==> config.mk <==
export PLATFORM = sky130hd
export DESIGN_NAME = hold_timer
export DESIGN_NICKNAME = d
export VERILOG_FILES = /design/src/rtl/combo_checker_hold_timer.sv
export SDC_FILE = /design/constraint.sdc
export NUM_CORES = 1
export LEC_CHECK = 0
export BUFFER_PORTS_ARGS = -buffer_cell sky130_fd_sc_hd__buf_2
export CORE_AREA = 2 2 39 41
export DETAILED_ROUTE_END_ITERATION = 8
export DIE_AREA = 0 0 41 43
export PLACE_DENSITY = 0.35
export SKIP_CTS_REPAIR_TIMING = 1
export SYNTH_ARGS = -nofsm -noshare
export SYNTH_HDL_FRONTEND = slang
export SYNTH_SLANG_ARGS = --single-unit
export TNS_END_PERCENT = 1
==> constraint.sdc <==
create_clock -name clk -period 2.65 [get_ports clk]
set_input_delay 0.3975 -clock clk [delete_from_list [all_inputs] [get_ports clk]]
set_output_delay 0.3975 -clock clk [all_outputs]
set_load 0.05 [all_outputs]
==> src/rtl/combo_checker_hold_timer.sv <==
// Loadable down-counter that holds at zero; done flags the zero count.
module hold_timer #(
  parameter int unsigned W = 4
) (
  input  logic         clk,
  input  logic         rst,
  input  logic         load,
  input  logic [W-1:0] load_value,
  output logic         done
);
  logic [W-1:0] count;

  always_ff @(posedge clk) begin
    if (rst) begin
      count <= '0;
    end else if (load) begin
      count <= load_value;
    end else if (count != '0) begin
      count <= count - 1'b1;
    end
  end

  assign done = (count == '0);
endmodule

Word level (Yosys, flattened, before mapping)
Cells that the tools add are included.
- reductions and logical operators: 3
- add/subtract/negate cells: 1
- mux-type cells: 2
- operator list (kind ; count):
    $mux 4 ; 2
    $logic_not 4->1 ; 1
    $reduce_bool 4->1 ; 1
    $sub 4x1->4 const B ; 1
    $reduce_bool 2->1 ; 1
- bits in registers: 4
- output and inout port bits: 1
- bits of input ports: 7
- logic and storage cells: 7

Logic depth before layout (Yosys ltp)
- depth after elaboration: 3
- mapped depth: 5
- gate-level depth less buffers: 5

Worst setup path after synthesis
OpenSTA, ideal clock, no wires.
- path kind: register -> register
- start point: register count[0]
- end point: register count[1]
- period minus slack after synthesis: 1693 ps
- stages on the path, launching flop included: 6
- path buffers: 0
- data arrival time: 1618 ps
- path slack: 957 ps
- data required time: 2575 ps
- cell sequence: dfxtp_1 > inv_1 > ha_1 > nor3b_4 > mux2_2 > o22ai_1
- longest elaborated chain between the ends: 3
- elaborated cells between the ends (all ways): 5
- ends and longest elaborated chain (element ; line ; source):
    start, declared ; 11 ; logic [W-1:0] count;
    start signal, assigned ; 17 ; count <= load_value;
    start signal, assigned ; 19 ; count <= count - 1'b1;
    $sub 4x1->4 ; 19 ;
    $mux 4 ; 18 ; end else if (count != '0) begin
    $mux 4 ; 16 ; end else if (load) begin
Parallel ways exist; a longest one is shown, timed or not. The select of a mux whose other input is x is not followed.
A chain may end at the register's enable or synchronous reset.

Worst setup path after layout
- start point: register count[0]
- end point: output done
- longest elaborated chain between the ends: 1
- ends and longest elaborated chain (element ; line ; source):
    $logic_not 4->1 ; 23 ; assign done = (count == '0);
    end, declared ; 9 ; output logic done
Every way passes these cells.

==> flow_summary.json <==
{
  "status": "complete, no violations",
  "drtIter0Drc": 2,
  "hold_viol": 0,
  "ys_types": 14,
  "drive_above_1_share_pct": 44.1,
  "cts_buffers": 3,
  "syn_to_final_growth_pct": 33.9,
  "ys_seq_elements": 4,
  "ios": 8,
  "crit_arrival_ps": 1420,
  "crit_required_ps": 2250,
  "fin_crit_ps": 1810,
  "synthesis.area_um2": 229,
  "wirelength_um": 462,
  "setup_viol": 0,
  "start_util_pct": 16.5,
  "slew_violations": 0,
  "fin_cells": 50,
  "track_usage_pct": 7.03,
  "power_density_mw_per_mm2": 718,
  "tns_ps": 0,
  "fp-row-count": 14,
  "tightest_slew_ps": 248,
  "drt_pass1_iterations": 3,
  "antenna_found_initial": 0,
  "n_antenna_cell": 0,
  "cellLeakagePower_nw": 0.129,
  "period_share_pct": 68.5,
  "cts_tree": "yes",
  "clock_path_buffers": 2,
  "grt_pass1_wl_um": 738,
  "cts-root-buf": "clkbuf_4",
  "detail_route.vias_per_cell": 3.90,
  "clkSinkCount": 4,
  "path_clk_slew_ps": 40,
  "max-vdd-ir-drop_mv": 0.125,
  "grt-ovfl-total": 0,
  "vias": 195,
  "ant_nets": 0,
  "regMostFlops": "count",
  "grt_start_max_net_pins": 7,
  "cts-htree-levels": 1,
  "maxCapViolCount": 0,
  "synth-seq-area-share_pct": 35.0,
  "die_area_mm2": 0.00176,
  "fin_worst_skew_ps": 0.658,
  "relSlewSlack_pct": 83.5,
  "hold_path_class": "primary input to flip-flop",
  "fill_cells": 152,
  "wl_per_cell_um": 9.24,
  "core-area_mm2": 0.00138,
  "synth_warnings": 0,
  "die_h_um": 43,
  "clock.fmax_mhz": 551,
  "die_w_um": 41,
  "grt_pass1_vias": 190,
  "reg_top3": "count x4",
  "portBuffers": 7,
  "syn_inst": 24,
  "syn_nets": 32,
  "crit_fanout": 4,
  "placed_cells": 47,
  "nets": 44,
  "drc_errors": 0,
  "critPathKind": "flip-flop to primary output",
  "setup.worst_path.end_class": "primary output",
  "rsz0062_at_grt": "no",
  "syn_avg_cell_area_um2": 9.54,
  "crit_path_start_kind": "flip-flop",
  "clock_latency_ps": 240,
  "routabilityCongestion": 0.645,
  "largest_reg_flops": 4
}
-- Yosys cell counts --
| master | count | area share, % |
|---|---|---|
| and3b_2 | 1 | 4.4 |
| dfxtp_1 | 4 | 35 |
| ha_1 | 1 | 5.5 |
| inv_1 | 2 | 3.3 |
| mux2_2 | 1 | 4.9 |
| nand2_1 | 3 | 4.9 |
| nor2b_1 | 2 | 5.5 |
| nor3_1 | 2 | 4.4 |
| nor3_2 | 1 | 4.4 |
| nor3b_4 | 1 | 8.2 |
| o22ai_1 | 2 | 5.5 |
| o32ai_1 | 1 | 3.8 |
| or2_2 | 1 | 2.7 |
| xnor2_1 | 2 | 7.7 |
-- worst max-delay path, stage by stage (launching register included) --
cell	delay (ps)
dfxtp_1	310
inv_1	90
ha_1	200
nor3b_4	270
buf_2	310
-- cells in the final DEF, fill, tap and decap left out --
| cell | Yosys | routed |
|---|---|---|
| buf_2 | 0 | 7 |
| nor2b_1 | 2 | 2 |
| nor3_1 | 2 | 2 |
| inv_1 | 2 | 2 |
| o22ai_1 | 2 | 2 |
| dfxtp_1 | 4 | 4 |
| xnor2_1 | 2 | 2 |
| clkbuf_4 | 0 | 3 |
| ha_1 | 1 | 1 |
| and3b_2 | 1 | 1 |
| nor3b_4 | 1 | 1 |
| mux2_2 | 1 | 1 |
| nor3_2 | 1 | 1 |
| or2_2 | 1 | 1 |
| o32ai_1 | 1 | 1 |
| nand2_1 | 3 | 3 |
-- cells by family after synthesis --
kind of cell / after synthesis / synth area share, %
flip-flops: 4 / 35.0
adder cells (fa/ha/maj): 1 / 5.46
buffers and inverters: 2 / 3.28
XOR/XNOR: 2 / 7.65
AND/OR/NAND/NOR: 11 / 34.4
AO/OA/AOI/OAI: 3 / 9.29
multiplexers: 1 / 4.92
-- through the flow --
step                      setup slack [ps]  util [%]  hold slack, ps  cell area (µm²)  total power [mW]
after global placement                1070      20.5             626              284             0.146
after floorplan                        957         -             477              229             0.130
after detailed placement              1070      20.5             624              284             0.146
after CTS                              796      22.2             378              307             0.226
final                                  835      22.2             384              307             0.220
after global routing                   745      22.2             404              307             0.235
-- layout make-up --
cell class	instances	area, µm²	area share [%]
clock buffers	3	22.5	7.35
repair buffers	7	35.0	11.4
inverters	2	7.51	2.45
well taps	16	20.0	6.53
multi-input cells	18	141	46.1
flip-flops and latches	4	80.1	26.1
-- report_power, final --
part / switching [mW] / internal (mW) / leakage [nW]
Sequential: 0.00690 / 0.0680 / 0.0332
Clock: 0.0254 / 0.0507 / 0.0138
Combinational: 0.0351 / 0.0341 / 0.0818
Total: 0.0674 / 0.153 / 0.129
-- worst paths after layout --
path	start	endpoint	slack (ps)	cells after the start
worst max-delay path	count[0]	done	840	4
worst min-delay path	rst	count[2]	380	2
worst max register to register	count[0]	count[1]	1230	5
worst min register to register	count[1]	count[1]	640	3
-- routing by layer --
metal  track usage [%]  up-vias  wire length, µm
li1                  -      104                -
met1              7.40       82              208
met2              7.81        7              216
met3              3.66        2               21
met4              10.0        0               15
met5                 0        -                0
No activity file was read; power rests on OpenSTA's default activity.
